**config.mk**
```make
export PLATFORM = sky130hd
export DESIGN_NAME = fetch_unit_flat
export DESIGN_NICKNAME = d
export VERILOG_FILES = /design/src/rtl/fetch_unit_if.sv /design/src/rtl/fetch_unit.sv /design/src/flat_wrapper.sv
export SDC_FILE = /design/constraint.sdc
export NUM_CORES = 1
export LEC_CHECK = 0
export CAP_MARGIN = 0
export CORE_MARGIN = 3
export CORE_UTILIZATION = 32
export DETAILED_ROUTE_END_ITERATION = 6
export GPL_ROUTABILITY_DRIVEN = 0
export GPL_TIMING_DRIVEN = 0
export PLACE_DENSITY = 0.52
export RECOVER_POWER = 50
export SKIP_CTS_REPAIR_TIMING = 1
export SLEW_MARGIN = 20
export SYNTH_ARGS = -nofsm -noshare
export SYNTH_HDL_FRONTEND = slang
export SYNTH_SLANG_ARGS = --single-unit
```
**constraint.sdc**
```tcl
create_clock -name clk -period 10 [get_ports clk]
set_clock_uncertainty 0.2 [all_clocks]
set_input_delay 2 -clock clk [delete_from_list [all_inputs] [get_ports clk]]
set_output_delay 2 -clock clk [all_outputs]
set_load 0.02 [all_outputs]
```
**src/rtl/fetch_unit_if.sv**
```systemverilog
// Instruction-memory request/response bus between the fetch stage (master) and memory (slave).
// Requests use a valid/ready handshake; responses return in order, one per accepted request.
interface fetch_unit_if #(
  parameter int unsigned ADDR_WIDTH = 32
) ();
  logic                  imem_req_valid;
  logic                  imem_req_ready;
  logic [ADDR_WIDTH-1:0] imem_req_addr;
  logic                  imem_rsp_valid;
  logic [31:0]           imem_rsp_data;

  modport master (
    output imem_req_valid,
    output imem_req_addr,
    input  imem_req_ready,
    input  imem_rsp_valid,
    input  imem_rsp_data
  );

  modport slave (
    input  imem_req_valid,
    input  imem_req_addr,
    output imem_req_ready,
    output imem_rsp_valid,
    output imem_rsp_data
  );
endinterface

```
**src/rtl/fetch_unit.sv**
```systemverilog
// Instruction fetch stage: owns the PC, issues credit-limited in-order fetches, buffers returned
// words and presents one instruction per cycle in a registered IF/ID slot with redirect support.
module fetch_unit #(
  parameter int unsigned           ADDR_WIDTH = 32,
  parameter logic [ADDR_WIDTH-1:0] RESET_PC   = '0,
  parameter int unsigned           DEPTH      = 2
) (
  input  logic                  clk,
  input  logic                  rst_n,
  fetch_unit_if.master          imem,
  input  logic                  redirect_valid,
  input  logic [ADDR_WIDTH-1:0] redirect_pc,
  input  logic                  id_stall,
  output logic                  id_valid,
  output logic [31:0]           id_instruction,
  output logic [6:0]            id_opcode,
  output logic [ADDR_WIDTH-1:0] id_pc
);

  localparam int unsigned     CW      = $clog2(DEPTH + 1);
  localparam int unsigned     PW      = $clog2(DEPTH);
  localparam logic [PW-1:0]   LastIdx = PW'(DEPTH - 1);
  localparam logic [CW:0]     DepthW  = (CW + 1)'(DEPTH);
  localparam logic [31:0]     Nop     = 32'h0000_0013;

  logic [ADDR_WIDTH-1:0] pc_q, pc_d;
  logic [CW-1:0]         out_cnt_q, out_cnt_d, drop_cnt_q, drop_cnt_d, fifo_cnt_q, fifo_cnt_d;
  logic [PW-1:0]         fifo_wr_q, fifo_wr_d, fifo_rd_q, fifo_rd_d;
  logic [PW-1:0]         tag_wr_q, tag_wr_d, tag_rd_q, tag_rd_d;
  logic [31:0]           fifo_word_q [DEPTH];
  logic [ADDR_WIDTH-1:0] fifo_pc_q   [DEPTH];
  logic [ADDR_WIDTH-1:0] tag_pc_q    [DEPTH];
  logic                  id_valid_q, id_valid_d;
  logic [31:0]           id_instr_q, id_instr_d;
  logic [ADDR_WIDTH-1:0] id_pc_q, id_pc_d;

  logic credit_ok, req_valid, req_fire, rsp_valid, rsp_keep;
  logic slot_free, fifo_empty, pop, bypass, push;

  function automatic logic [PW-1:0] ptr_inc(input logic [PW-1:0] p);
    return (p == LastIdx) ? '0 : p + PW'(1);
  endfunction

  // Outstanding requests plus buffered words never exceed DEPTH, so the FIFO cannot overflow.
  assign credit_ok  = ({1'b0, out_cnt_q} + {1'b0, fifo_cnt_q}) < DepthW;
  assign req_valid  = rst_n && !redirect_valid && credit_ok;
  assign req_fire   = req_valid && imem.imem_req_ready;
  assign rsp_valid  = imem.imem_rsp_valid;
  assign rsp_keep   = rsp_valid && (drop_cnt_q == '0) && !redirect_valid;
  assign slot_free  = !id_valid_q || !id_stall;
  assign fifo_empty = (fifo_cnt_q == '0);
  assign pop        = !redirect_valid && slot_free && !fifo_empty;
  assign bypass     = rsp_keep && slot_free && fifo_empty;
  assign push       = rsp_keep && !bypass;

  always_comb begin
    pc_d       = pc_q;
    out_cnt_d  = out_cnt_q + CW'(req_fire) - CW'(rsp_valid);
    drop_cnt_d = drop_cnt_q;
    fifo_cnt_d = fifo_cnt_q;
    fifo_wr_d  = fifo_wr_q;
    fifo_rd_d  = fifo_rd_q;
    tag_wr_d   = req_fire  ? ptr_inc(tag_wr_q) : tag_wr_q;
    tag_rd_d   = rsp_valid ? ptr_inc(tag_rd_q) : tag_rd_q;
    id_valid_d = id_valid_q;
    id_instr_d = id_instr_q;
    id_pc_d    = id_pc_q;

    if (redirect_valid) begin
      // Everything still in flight belongs to the wrong path, including a same-cycle response.
      pc_d       = redirect_pc;
      drop_cnt_d = out_cnt_q - CW'(rsp_valid);
      fifo_cnt_d = '0;
      fifo_wr_d  = '0;
      fifo_rd_d  = '0;
      id_valid_d = 1'b0;
    end else begin
      if (req_fire) pc_d = pc_q + ADDR_WIDTH'(4);
      if (rsp_valid && (drop_cnt_q != '0)) drop_cnt_d = drop_cnt_q - CW'(1);
      fifo_cnt_d = fifo_cnt_q + CW'(push) - CW'(pop);
      if (push) fifo_wr_d = ptr_inc(fifo_wr_q);
      if (pop)  fifo_rd_d = ptr_inc(fifo_rd_q);
      if (slot_free) begin
        if (!fifo_empty) begin
          id_valid_d = 1'b1;
          id_instr_d = fifo_word_q[fifo_rd_q];
          id_pc_d    = fifo_pc_q[fifo_rd_q];
        end else if (bypass) begin
          id_valid_d = 1'b1;
          id_instr_d = imem.imem_rsp_data;
          id_pc_d    = tag_pc_q[tag_rd_q];
        end else begin
          id_valid_d = 1'b0;
        end
      end
    end
  end

  always_ff @(posedge clk or negedge rst_n) begin
    if (!rst_n) begin
      pc_q       <= RESET_PC;
      out_cnt_q  <= '0;
      drop_cnt_q <= '0;
      fifo_cnt_q <= '0;
      fifo_wr_q  <= '0;
      fifo_rd_q  <= '0;
      tag_wr_q   <= '0;
      tag_rd_q   <= '0;
      id_valid_q <= 1'b0;
      id_instr_q <= Nop;
      id_pc_q    <= '0;
    end else begin
      pc_q       <= pc_d;
      out_cnt_q  <= out_cnt_d;
      drop_cnt_q <= drop_cnt_d;
      fifo_cnt_q <= fifo_cnt_d;
      fifo_wr_q  <= fifo_wr_d;
      fifo_rd_q  <= fifo_rd_d;
      tag_wr_q   <= tag_wr_d;
      tag_rd_q   <= tag_rd_d;
      id_valid_q <= id_valid_d;
      id_instr_q <= id_instr_d;
      id_pc_q    <= id_pc_d;
    end
  end

  // Storage arrays carry no reset; their contents are qualified by the counters and pointers.
  always_ff @(posedge clk) begin
    if (push) begin
      fifo_word_q[fifo_wr_q] <= imem.imem_rsp_data;
      fifo_pc_q[fifo_wr_q]   <= tag_pc_q[tag_rd_q];
    end
    if (req_fire) tag_pc_q[tag_wr_q] <= pc_q;
  end

  assign imem.imem_req_valid = req_valid;
  assign imem.imem_req_addr  = pc_q;
  assign id_valid            = id_valid_q;
  assign id_instruction      = id_instr_q;
  assign id_opcode           = id_instr_q[6:0];
  assign id_pc               = id_pc_q;

endmodule

```
**src/flat_wrapper.sv**
```systemverilog
// flat-port wrapper written by rule: the top's interface ports become plain ports
module fetch_unit_flat 
#(
  parameter int unsigned           ADDR_WIDTH = 32,
  parameter logic [ADDR_WIDTH-1:0] RESET_PC   = '0,
  parameter int unsigned           DEPTH      = 2
)
  (clk, rst_n, redirect_valid, redirect_pc, id_stall, id_valid, id_instruction, id_opcode, id_pc, imem_imem_req_valid, imem_imem_req_addr, imem_imem_req_ready, imem_imem_rsp_valid, imem_imem_rsp_data);
  fetch_unit_if #(.ADDR_WIDTH(ADDR_WIDTH)) imem_i ();
  input  logic clk;
  input  logic rst_n;
  input  logic redirect_valid;
  input  logic [ADDR_WIDTH-1:0] redirect_pc;
  input  logic id_stall;
  output logic id_valid;
  output logic [31:0] id_instruction;
  output logic [6:0] id_opcode;
  output logic [ADDR_WIDTH-1:0] id_pc;
  output wire logic [$bits(imem_i.imem_req_valid)-1:0] imem_imem_req_valid;
  output wire logic [$bits(imem_i.imem_req_addr)-1:0] imem_imem_req_addr;
  input wire logic [$bits(imem_i.imem_req_ready)-1:0] imem_imem_req_ready;
  input wire logic [$bits(imem_i.imem_rsp_valid)-1:0] imem_imem_rsp_valid;
  input wire logic [$bits(imem_i.imem_rsp_data)-1:0] imem_imem_rsp_data;
  assign imem_imem_req_valid = imem_i.imem_req_valid;
  assign imem_imem_req_addr = imem_i.imem_req_addr;
  assign imem_i.imem_req_ready = imem_imem_req_ready;
  assign imem_i.imem_rsp_valid = imem_imem_rsp_valid;
  assign imem_i.imem_rsp_data = imem_imem_rsp_data;
  fetch_unit #(.ADDR_WIDTH(ADDR_WIDTH), .RESET_PC(RESET_PC), .DEPTH(DEPTH)) u_core (.clk(clk), .rst_n(rst_n), .imem(imem_i), .redirect_valid(redirect_valid), .redirect_pc(redirect_pc), .id_stall(id_stall), .id_valid(id_valid), .id_instruction(id_instruction), .id_opcode(id_opcode), .id_pc(id_pc));
endmodule
```
==> impl_metrics.prom, run 1 <==
# TYPE chip_impl_metric gauge
chip_impl_metric{name="timing.final.crit_period",unit="ns"} 6.33
chip_impl_metric{name="slew_headroom",unit="%"} 37.5
chip_impl_metric{name="dieHeight",unit="um"} 201
chip_impl_metric{name="via_count",unit=""} 7852
chip_impl_info{name="cts_tree",value="done"} 1
chip_impl_metric{name="cts_made_buffers",unit=""} 34
chip_impl_metric{name="powerDensity",unit="nW/um2"} 281
chip_impl_metric{name="grt_pass1_vias",unit=""} 8150
chip_impl_metric{name="worst_setup_hold_path_clk_slew",unit="ns"} 0.06
chip_impl_info{name="synth_common_cells",value="sky130_fd_sc_hd__edfxtp_1 (192), sky130_fd_sc_hd__dfrtp_1 (104), sky130_fd_sc_hd__nand2_1 (93), sky130_fd_sc_hd__nor2_1 (84)"} 1
chip_impl_metric{name="seq_cells_post_synth",unit=""} 299
chip_impl_metric{name="postSynth.asyncResetShare",unit="%"} 35.8
chip_impl_metric{name="synth_nets",unit=""} 997
chip_impl_metric{name="flow.area_growth_from_synthesis",unit="%"} 29.4
chip_impl_metric{name="detail_route.first_pass.iterations",unit=""} 5
chip_impl_metric{name="number_of_port_buffers",unit=""} 174
chip_impl_metric{name="number_of_antenna_violations_at_the_first_check_in_global_routing",unit=""} 0
chip_impl_metric{name="place_area",unit="um2"} 14700
chip_impl_metric{name="insertedDiodeCount",unit=""} 0
chip_impl_metric{name="synth_enable_flop_cells",unit=""} 192
chip_impl_metric{name="dieArea",unit="um2"} 40300
chip_impl_metric{name="netlist.area_leader.share",unit="%"} 47.5
chip_impl_metric{name="grt_start_max_net_pins",unit=""} 58
chip_impl_metric{name="routed_wirelength",unit="um"} 30300
chip_impl_metric{name="drt_iter0_markers",unit=""} 318
chip_impl_metric{name="grt_overflow_total",unit=""} 0
chip_impl_metric{name="leakagePower",unit="uW"} 0.00564
chip_impl_metric{name="maxSlewViolCount",unit=""} 0
chip_impl_metric{name="global_route_wire_length_before_repair",unit="um"} 48000
chip_impl_metric{name="worst_slew_pin_slew",unit="ns"} 0.937
chip_impl_metric{name="num_io_pins",unit=""} 175
chip_impl_info{name="sort_of_element_at_the_end_of_the_critical_path",value="output port"} 1
chip_impl_metric{name="viasPerCell",unit=""} 4.71
chip_impl_metric{name="ratio_of_cells_with_drive_above_1_in_the_final_layout",unit="%"} 6.79
chip_impl_metric{name="worst-path-max-fanout",unit=""} 10
chip_impl_metric{name="final_non_filler_cell_area",unit="um2"} 15700
chip_impl_metric{name="ys_seq_area_share",unit="%"} 69.7
chip_impl_metric{name="clk_lat_worst_skew",unit="ns"} 0.51
chip_impl_metric{name="ant_nets",unit=""} 0
chip_impl_metric{name="syn_area_per_cell",unit="um2"} 13.2
chip_impl_metric{name="core-area",unit="um2"} 37000
chip_impl_metric{name="finalSetupTns",unit="ns"} 0
chip_impl_info{name="cts_root_buffer",value="sky130_fd_sc_hd__clkbuf_16"} 1
chip_impl_metric{name="placementRows",unit=""} 70
chip_impl_info{name="top_usage_layer",value="met2"} 1
chip_impl_info{name="yosysMostFrequentCell",value="sky130_fd_sc_hd__edfxtp_1"} 1
chip_impl_metric{name="max_freq",unit="MHz"} 158
chip_impl_metric{name="vdd_ir_drop_max",unit="mV"} 0.0948
chip_impl_metric{name="groute.usage.overall",unit="%"} 15.0
chip_impl_metric{name="finalSetupViolCount",unit=""} 0
chip_impl_metric{name="distinct_cells_synth",unit=""} 41
chip_impl_metric{name="remaining_drc_errors",unit=""} 0
chip_impl_metric{name="grt.met2_usage",unit="%"} 24.0
chip_impl_metric{name="route.detailed.wl_per_inst",unit="um"} 18.2
chip_impl_metric{name="finalCritPeriodShare",unit="%"} 63.3
chip_impl_metric{name="timing.critical_path.required",unit="ns"} 7.80
chip_impl_metric{name="initial_utilization",unit="%"} 32.8
chip_impl_metric{name="worst-endpoint-arrival",unit="ns"} 4.13
chip_impl_metric{name="met1_usage",unit="%"} 21.2
chip_impl_metric{name="hold_viol_final",unit=""} 0
chip_impl_metric{name="die_x",unit="um"} 201
chip_impl_metric{name="mappedNetlistArea",unit="um2"} 12100
chip_impl_info{name="status",value="completed"} 1
chip_impl_metric{name="cts_num_sinks",unit=""} 299
chip_impl_metric{name="ys.warnings.count",unit=""} 0
chip_impl_info{name="synth-main-ff-cell",value="sky130_fd_sc_hd__edfxtp_1"} 1
chip_impl_info{name="synth.largest_area_cell",value="sky130_fd_sc_hd__edfxtp_1"} 1
chip_impl_metric{name="htreeDepth",unit=""} 2
chip_impl_metric{name="clockBufferDepth",unit=""} 3
chip_impl_metric{name="syn-instance-count",unit=""} 920
chip_impl_metric{name="cap_violations",unit=""} 0
chip_impl_info{name="hold_path.class",value="flop to flop"} 1
chip_impl_metric{name="regToRegSetupSlack",unit="ns"} 6.50
chip_impl_info{name="worst_path_class_setup",value="input pin to output port"} 1
chip_impl_metric{name="num-nets-final",unit=""} 1215
chip_impl_info{name="synth_top_cells_by_area",value="sky130_fd_sc_hd__edfxtp_1 (48%), sky130_fd_sc_hd__dfrtp_1 (21%), sky130_fd_sc_hd__mux2i_1 (5.4%)"} 1
chip_impl_metric{name="gr-usage-met3",unit="%"} 2.66
chip_impl_metric{name="place.detailed.hpwl",unit="um"} 20900
chip_impl_info{name="startpoint_type",value="input pin"} 1
chip_impl_info{name="grt_setup_unrepaired",value="false"} 1
[registers in the layout, summed over array words and instances, names as in the netlist]
| register | count |
|---|---|
| u_core.id_pc | 32 |
| u_core.tag_wr_q | 1 |
| u_core.fifo_word_q | 64 |
| u_core.fifo_pc_q | 64 |
| u_core.drop_cnt_q | 2 |
| u_core.tag_pc_q | 64 |
| u_core.tag_rd_q | 1 |
| u_core.fifo_wr_q | 1 |
| u_core.imem.imem_req_addr | 32 |
| u_core.id_instruction | 32 |
| u_core.fifo_cnt_q | 2 |
| u_core.fifo_rd_q | 1 |
| u_core.out_cnt_q | 2 |
| u_core.id_valid | 1 |
[where the power goes]
part,internal [uW],switching (uW)
Clock,665,486
Combinational,615,969
Sequential,1550,117
Total,2830,1570
[stage by stage]
step / hold WS [ns] / instances / total power, uW / utilization [%] / worst slack, ns
after global routing: 0.296 / 1668 / 4700 / 42.5 / 3.55
after global placement: 0.262 / 1598 / 3350 / 39.2 / -1.41
after CTS: 0.276 / 1668 / 4540 / 42.5 / 3.67
after floorplan: 0.256 / 920 / 2650 / - / 3.88
final: 0.272 / 1668 / 4400 / 42.5 / 3.67
after detailed placement: 0.268 / 1606 / 3370 / 39.7 / 3.67
[cell usage in the layout (no fill, tap or decap), drive strengths merged, types with 3 or more instances in the layout]
cell type,netlist,final
edfxtp,192,192
dfrtp,104,104
nand2,93,93
clkdlybuf4s50,0,92
clkbuf,40,90
nor2,84,84
dlygate4sd3,0,81
o21ai,77,77
mux2i,65,65
a21oi,65,65
mux2,34,34
buf,21,29
nand3,21,21
or4,20,20
a31oi,13,13
clkinv,2,12
o31ai,11,11
inv,9,11
xnor2,9,9
xor2,8,8
o211ai,8,8
and3,7,7
ha,6,6
nand4,4,4
nor3b,4,4
and2,4,4
dfstp,3,3
nor2b,3,3
nor3,3,3
[worst paths after layout]
path / start / cells after the start / to
min in group asynchronous: rst_n / 1 / u_core.id_pc[27]
max in group asynchronous: rst_n / 2 / u_core.id_instruction[29]
hold reg to reg: u_core.id_instruction[4] / 2 / u_core.id_instruction[4]
hold / removal: u_core.id_instruction[4] / 2 / u_core.id_instruction[4]
setup / recovery: redirect_valid / 5 / imem_imem_req_valid
setup reg to reg: u_core.fifo_cnt_q[1] / 8 / u_core.fifo_cnt_q[0]
[cell type report]
type | instances | area, um2
clock buffer | 49 | 947
fill | 3526 | 21300
timing repair buffer | 182 | 1880
inverter | 11 | 41.3
multi-input combinational | 549 | 3390
sequential | 299 | 8450
tap | 504 | 631
buffer | 61 | 265
clock inverter | 13 | 91.3
[layer usage]
| metal | up-vias | part of all wire [%] | wire length, um |
|---|---|---|---|
| li1 | 3792 | - | - |
| met1 | 3846 | 47 | 14300 |
| met2 | 177 | 46 | 14000 |
| met3 | 37 | 4.3 | 1290 |
| met4 | 0 | 2.0 | 608 |
| met5 | - | 0 | 0 |
[critical path, cell delays in order]
cell	delay, ns
sky130_fd_sc_hd__dlygate4sd3_1	0.75
sky130_fd_sc_hd__clkinv_1	0.28
sky130_fd_sc_hd__clkbuf_1	0.32
sky130_fd_sc_hd__and2_1	0.23
sky130_fd_sc_hd__clkdlybuf4s50_1	0.53
[kinds of logic (layout without fill, tap and decap cells)]
| logic type | after synthesis | count (layout) | share of synthesized area (%) |
|---|---|---|---|
| AOI/OAI and AO/OA | 178 | 178 | 7.99 |
| adders and majority gates | 7 | 7 | 0.784 |
| muxes | 99 | 99 | 8.52 |
| DFF | 299 | 299 | 69.7 |
| buffers and inverters | 72 | 316 | 2.54 |
| and+or+nand+nor | 248 | 248 | 9.28 |
| xor gates and xnor gates | 17 | 17 | 1.23 |
(Power assumes the default switching activity.)
==> run 2: changes to the inputs <==
==> constraint.sdc (replaced) <==
create_clock -name clk -period 6.2 [get_ports clk]
set_clock_uncertainty 0.2 [all_clocks]
set_input_delay 1.24 -clock clk [delete_from_list [all_inputs] [get_ports clk]]
set_output_delay 1.24 -clock clk [all_outputs]
set_load 0.02 [all_outputs]
==> impl_metrics.prom, run 2 (synthesis gave the netlist of run 1 again) <==
# TYPE chip_impl_metric gauge
chip_impl_info{name="status",value="completed"} 1
chip_impl_metric{name="viasPerCell",unit=""} 4.71
chip_impl_metric{name="maxSlewViolCount",unit=""} 0
chip_impl_metric{name="global_route_wire_length_before_repair",unit="um"} 48000
chip_impl_info{name="r2r_start",value="u_core.fifo_cnt_q[1]"} 1
chip_impl_info{name="timing.critical_path.slowest_stage_cell",value="sky130_fd_sc_hd__dlygate4sd3_1"} 1
chip_impl_metric{name="detail_route.first_pass.iterations",unit=""} 5
chip_impl_info{name="layout.cells.most_common_list",value="sky130_fd_sc_hd__edfxtp_1 (192), sky130_fd_sc_hd__dfrtp_1 (104), sky130_fd_sc_hd__nand2_1 (93), sky130_fd_sc_hd__clkdlybuf4s50_1 (93), sky130_fd_sc_hd__nor2_1 (84)"} 1
chip_impl_metric{name="finalSetupViolCount",unit=""} 0
chip_impl_info{name="worst_path_class_setup",value="input pin to output port"} 1
chip_impl_metric{name="vdd_ir_drop_max",unit="mV"} 0.153
chip_impl_info{name="r2r_end",value="u_core.fifo_cnt_q[0]"} 1
chip_impl_metric{name="remaining_drc_errors",unit=""} 0
chip_impl_metric{name="ant_nets",unit=""} 0
chip_impl_info{name="timing.hold.worst.start",value="u_core.id_instruction[4]"} 1
chip_impl_metric{name="clk_lat_worst_skew",unit="ns"} 0.51
chip_impl_info{name="cts_root_buffer",value="sky130_fd_sc_hd__clkbuf_16"} 1
chip_impl_info{name="grt_setup_unrepaired",value="false"} 1
chip_impl_metric{name="initial_utilization",unit="%"} 32.8
chip_impl_metric{name="timing.critical_path.required",unit="ns"} 4.76
chip_impl_metric{name="htreeDepth",unit=""} 2
chip_impl_metric{name="timing.hold.ws",unit="ns"} 0.272
chip_impl_info{name="sort_of_element_at_the_end_of_the_critical_path",value="output port"} 1
chip_impl_metric{name="place.detailed.hpwl",unit="um"} 20900
chip_impl_metric{name="cts_num_sinks",unit=""} 299
chip_impl_metric{name="grt_start_max_net_pins",unit=""} 58
chip_impl_metric{name="flow.area_growth_from_synthesis",unit="%"} 29.4
chip_impl_metric{name="dieHeight",unit="um"} 201
chip_impl_metric{name="placementRows",unit=""} 70
chip_impl_metric{name="route.detailed.wl_per_inst",unit="um"} 18.1
chip_impl_metric{name="routed_wirelength",unit="um"} 30300
chip_impl_metric{name="whs_path_depth",unit=""} 2
chip_impl_metric{name="die_x",unit="um"} 201
chip_impl_metric{name="grt_pass1_vias",unit=""} 8150
chip_impl_info{name="cts_tree",value="done"} 1
chip_impl_metric{name="multi_input_area",unit="um2"} 3390
chip_impl_metric{name="ratio_of_cells_with_drive_above_1_in_the_final_layout",unit="%"} 6.79
chip_impl_metric{name="number_of_port_buffers",unit=""} 174
chip_impl_metric{name="drt_iter0_markers",unit=""} 318
chip_impl_metric{name="stdcell_count",unit=""} 1668
chip_impl_metric{name="groute.usage.overall",unit="%"} 15.0
chip_impl_metric{name="insertedDiodeCount",unit=""} 0
chip_impl_metric{name="via_count",unit=""} 7856
chip_impl_info{name="hold_path.class",value="flop to flop"} 1
chip_impl_info{name="reg_top3",value="u_core.fifo_pc_q (64), u_core.fifo_word_q (64), u_core.tag_pc_q (64)"} 1
chip_impl_metric{name="core-area",unit="um2"} 37000
chip_impl_metric{name="worst_slew_pin_slew",unit="ns"} 0.937
chip_impl_metric{name="slew_headroom",unit="%"} 37.5
chip_impl_metric{name="layout.area.seq",unit="um2"} 8450
chip_impl_metric{name="powerDensity",unit="nW/um2"} 453
chip_impl_metric{name="number_of_antenna_violations_at_the_first_check_in_global_routing",unit=""} 0
chip_impl_metric{name="worst_setup_hold_path_clk_slew",unit="ns"} 0.06
chip_impl_metric{name="num_io_pins",unit=""} 175
chip_impl_metric{name="placed_cells_incl_taps",unit=""} 1606
chip_impl_metric{name="clockBufferDepth",unit=""} 3
chip_impl_info{name="startpoint_type",value="input pin"} 1
chip_impl_metric{name="regToRegSetupSlack",unit="ns"} 2.70
chip_impl_metric{name="worst-path-max-fanout",unit=""} 10
chip_impl_metric{name="max_stage_delay",unit="ns"} 0.75
chip_impl_metric{name="dieArea",unit="um2"} 40300
chip_impl_metric{name="place_area",unit="um2"} 14700
chip_impl_metric{name="layout.filler_cells",unit=""} 3526
chip_impl_metric{name="reg2regPathDepth",unit=""} 8
chip_impl_info{name="cp_cell_sequence",value="dlygate4sd3_1 > clkinv_1 > clkbuf_1 > and2_1 > clkdlybuf4s50_1"} 1
chip_impl_metric{name="final_non_filler_cell_area",unit="um2"} 15700
chip_impl_metric{name="cts_made_buffers",unit=""} 34
chip_impl_metric{name="grt_overflow_total",unit=""} 0
chip_impl_metric{name="hold_viol_final",unit=""} 0
chip_impl_metric{name="finalCritPeriodShare",unit="%"} 77.4
chip_impl_metric{name="timing.final.crit_period",unit="ns"} 4.80
chip_impl_metric{name="cap_violations",unit=""} 0
chip_impl_metric{name="num-nets-final",unit=""} 1215
chip_impl_info{name="final_common_cell",value="sky130_fd_sc_hd__edfxtp_1"} 1
chip_impl_metric{name="max_freq",unit="MHz"} 208
chip_impl_metric{name="worst-endpoint-arrival",unit="ns"} 3.36
chip_impl_info{name="hold-path-endpoint",value="u_core.id_instruction[4]"} 1
chip_impl_metric{name="leakagePower",unit="uW"} 0.00564
-- run 2: cell count changes in the layout (fill, tap and decap cells not counted), sizes merged --
cell and delta:
dlygate4sd3 -1, clkdlybuf4s50 +1
-- run 2: layout make-up --
cell class | instances | area share, %
Inverter | 11 | 0.263
Clock inverter | 13 | 0.582
Tap cell | 504 | 4.02
Multi-Input combinational cell | 549 | 21.6
Sequential cell | 299 | 53.8
Buffer | 61 | 1.69
Timing Repair Buffer | 182 | 12.0
Clock buffer | 49 | 6.04
-- run 2: how the worst max path moves through the flow --
| stage | from | endpoint | slack, ns | depth (start not counted) |
|---|---|---|---|---|
| after floorplan | redirect_valid | u_core.fifo_pc_q[0][0] | 0.84 | 3 |
| after global placement | rst_n | u_core.tag_pc_q[0][27] | -4.45 | 4 |
| after detailed placement | rst_n | imem_imem_req_valid | 1.39 | 5 |
| after CTS | rst_n | imem_imem_req_valid | 1.39 | 5 |
| after global routing | redirect_valid | imem_imem_req_valid | 1.27 | 5 |
| final | redirect_valid | imem_imem_req_valid | 1.40 | 5 |
-- run 2: critical path: cells and delay by family --
family	cells	cell delay, ns
AND/OR/NAND/NOR	1	0.22
buffers and inverters	4	1.88
-- run 2: metrics by stage --
step | setup slack [ns] | total power [uW] | setup TNS [ns] | util, %
final | 1.40 | 7100 | 0 | 42.5
after global routing | 1.27 | 7570 | 0 | 42.5
after CTS | 1.39 | 7320 | 0 | 42.5
after detailed placement | 1.39 | 5440 | 0 | 39.7
after global placement | -4.45 | 5410 | -536.19 | 39.2
after floorplan | 0.835 | 4280 | 0 | -
-- run 2: power by group --
| part | internal [uW] | switching (uW) |
|---|---|---|
| Clock | 1070 | 784 |
| Sequential | 2500 | 188 |
| Combinational | 992 | 1560 |
-- run 2: metal layers --
layer	part of all wire [%]	vias up	GRT usage, %
met1	47	3848	21.2
met3	4.3	37	2.66
met2	46	179	24.0
li1	-	3792	-
met5	0	-	0
met4	2.0	0	4.07
==> run 3: changes to the inputs <==
==> constraint.sdc (replaced) <==
create_clock -name clk -period 4.43 [get_ports clk]
set_clock_uncertainty 0.2 [all_clocks]
set_input_delay 0.886 -clock clk [delete_from_list [all_inputs] [get_ports clk]]
set_output_delay 0.886 -clock clk [all_outputs]
set_load 0.02 [all_outputs]
==> impl_metrics.prom, run 3 (synthesis gave the netlist of run 1 again) <==
# TYPE chip_impl_metric gauge
chip_impl_metric{name="final_non_filler_cell_area",unit="um2"} 15700
chip_impl_metric{name="finalSetupViolCount",unit=""} 0
chip_impl_metric{name="finalSetupTns",unit="ns"} 0
chip_impl_metric{name="place_area",unit="um2"} 14700
chip_impl_info{name="timing.critical_path.slowest_stage_cell",value="sky130_fd_sc_hd__dlygate4sd3_1"} 1
chip_impl_metric{name="finalCritPeriodShare",unit="%"} 92.4
chip_impl_metric{name="htreeDepth",unit=""} 2
chip_impl_info{name="cts_root_buffer",value="sky130_fd_sc_hd__clkbuf_16"} 1
chip_impl_metric{name="vdd_ir_drop_max",unit="mV"} 0.223
chip_impl_metric{name="worst-endpoint-arrival",unit="ns"} 3.01
chip_impl_metric{name="drt_iter0_markers",unit=""} 324
chip_impl_metric{name="ratio_of_cells_with_drive_above_1_in_the_final_layout",unit="%"} 6.96
chip_impl_metric{name="initial_utilization",unit="%"} 32.8
chip_impl_metric{name="clk_lat_worst_skew",unit="ns"} 0.50
chip_impl_metric{name="timing.final.crit_period",unit="ns"} 4.09
chip_impl_metric{name="remaining_drc_errors",unit=""} 0
chip_impl_metric{name="core-area",unit="um2"} 37000
chip_impl_metric{name="dieArea",unit="um2"} 40300
chip_impl_metric{name="worst-path-max-fanout",unit=""} 10
chip_impl_metric{name="total_power",unit="uW"} 10100
chip_impl_info{name="cts_tree",value="done"} 1
chip_impl_info{name="grt_setup_unrepaired",value="false"} 1
chip_impl_metric{name="route.detailed.wl_per_inst",unit="um"} 18.2
chip_impl_metric{name="max_stage_delay",unit="ns"} 0.76
chip_impl_metric{name="via_count",unit=""} 7793
chip_impl_metric{name="place_worst_setup_slack",unit="ns"} -0.106
chip_impl_metric{name="global_route_wire_length_before_repair",unit="um"} 47700
chip_impl_metric{name="slew_headroom",unit="%"} -27.9
chip_impl_metric{name="number_of_port_buffers",unit=""} 174
chip_impl_metric{name="grt_pass1_vias",unit=""} 8181
chip_impl_metric{name="hold_viol_final",unit=""} 0
chip_impl_metric{name="routed_wirelength",unit="um"} 30300
chip_impl_metric{name="dieHeight",unit="um"} 201
chip_impl_metric{name="worst_setup_hold_path_clk_slew",unit="ns"} 0.06
chip_impl_info{name="hold_path.class",value="input pin to asynchronous set/reset pin"} 1
chip_impl_info{name="startpoint_type",value="input pin"} 1
chip_impl_metric{name="cap_violations",unit=""} 1
chip_impl_metric{name="timing.critical_path.required",unit="ns"} 3.34
chip_impl_metric{name="placementRows",unit=""} 70
chip_impl_metric{name="worst_slew_pin_slew",unit="ns"} 1.92
chip_impl_metric{name="viasPerCell",unit=""} 4.67
chip_impl_metric{name="number_of_antenna_violations_at_the_first_check_in_global_routing",unit=""} 0
chip_impl_metric{name="detail_route.first_pass.iterations",unit=""} 4
chip_impl_metric{name="grt_start_max_net_pins",unit=""} 71
chip_impl_metric{name="leakagePower",unit="uW"} 0.00566
chip_impl_info{name="failed_checks",value="max-capacitance violations, max-slew violations"} 1
chip_impl_info{name="worst_path_class_setup",value="input pin to output port"} 1
chip_impl_metric{name="ant_nets",unit=""} 0
chip_impl_metric{name="powerDensity",unit="nW/um2"} 641
chip_impl_info{name="final_common_cell",value="sky130_fd_sc_hd__edfxtp_1"} 1
chip_impl_metric{name="insertedDiodeCount",unit=""} 0
chip_impl_metric{name="place.detailed.hpwl",unit="um"} 20900
chip_impl_metric{name="cts_num_sinks",unit=""} 299
chip_impl_info{name="sort_of_element_at_the_end_of_the_critical_path",value="output port"} 1
chip_impl_info{name="layout.cells.most_common_list",value="sky130_fd_sc_hd__edfxtp_1 (192), sky130_fd_sc_hd__dfrtp_1 (104), sky130_fd_sc_hd__clkdlybuf4s50_1 (97), sky130_fd_sc_hd__nand2_1 (93), sky130_fd_sc_hd__nor2_1 (84)"} 1
chip_impl_metric{name="cts_made_buffers",unit=""} 34
chip_impl_metric{name="setup_slack",unit="ns"} 0.338
chip_impl_metric{name="die_x",unit="um"} 201
chip_impl_metric{name="clockBufferDepth",unit=""} 3
chip_impl_info{name="cp_cell_sequence",value="dlygate4sd3_1 > clkinv_1 > clkbuf_1 > and2_1 > clkdlybuf4s50_1"} 1
chip_impl_metric{name="maxSlewViolCount",unit=""} 71
chip_impl_info{name="status",value="finished with violations"} 1
chip_impl_metric{name="grt_overflow_total",unit=""} 0
chip_impl_metric{name="groute.usage.overall",unit="%"} 14.9
chip_impl_metric{name="flow.area_growth_from_synthesis",unit="%"} 29.8
chip_impl_metric{name="num_io_pins",unit=""} 175
chip_impl_metric{name="num-nets-final",unit=""} 1216
chip_impl_metric{name="max_freq",unit="MHz"} 244
chip_impl_info{name="reg_top3",value="u_core.fifo_pc_q (64), u_core.fifo_word_q (64), u_core.tag_pc_q (64)"} 1
run 3: changes by cell type in the layout (fill, tap and decap cells not counted), moves of 2 or more:
cell / previous run / this run
sky130_fd_sc_hd__dlygate4sd3_1: 80 / 76
sky130_fd_sc_hd__clkdlybuf4s50_1: 93 / 97
sky130_fd_sc_hd__bufinv_16: 0 / 3
sky130_fd_sc_hd__clkbuf_1: 52 / 49
sky130_fd_sc_hd__clkinv_4: 2 / 0
sky130_fd_sc_hd__clkinv_2: 5 / 7
run 3: path summary, 6_finish.rpt:
kind                                           start                       endpoint  slack (ns)  cells past startpoint
setup / recovery                      redirect_valid            imem_imem_req_valid        0.34                      5
hold / removal                                 rst_n  u_core.imem.imem_req_addr[24]        0.08                      1
setup reg to reg                u_core.fifo_cnt_q[1]           u_core.fifo_cnt_q[1]        0.86                      9
hold reg to reg            u_core.id_instruction[12]      u_core.id_instruction[12]        0.27                      2
max in group asynchronous                      rst_n      u_core.id_instruction[13]        1.76                      2
min in group clk           u_core.id_instruction[12]      u_core.id_instruction[12]        0.27                      2
run 3: layer usage:
layer  vias up  global-route usage, %  share of wire (%)
met5         -                      0                  0
met4         0                   3.81                2.2
met3        47                   2.32                3.6
met2       164                   24.4                 47
met1      3780                   20.9                 47
li1       3802                      -                  -
run 3: cell type report:
class	count	area, um2
clock inverter	15	156
fill	3485	21200
timing repair buffer	183	1870
buffer	61	265
multi-input combinational	549	3390
inverter	11	41.3
tap	504	631
clock buffer	46	947
sequential	299	8450
run 3: power by group:
part	total (uW)	internal (uW)	switching, uW
clock	2760	1680	1090
combinational	3570	1390	2170
sequential	3770	3500	267
total	10100	6570	3530
run 3: stage by stage:
step / utilization, % / hold slack, ns / cells
floorplan: - / 0.256 / 920
global placement: 39.2 / 0.261 / 1598
detailed placement: 39.7 / 0.269 / 1607
CTS: 42.7 / 0.0836 / 1668
global route: 42.6 / 0.0922 / 1668
finish: 42.6 / 0.0773 / 1668
run 3: worst max-delay path, delay by kind of cell:
kind | cells | cell delay [ns]
and+or+nand+nor | 1 | 0.22
buffers and inverters | 4 | 1.90
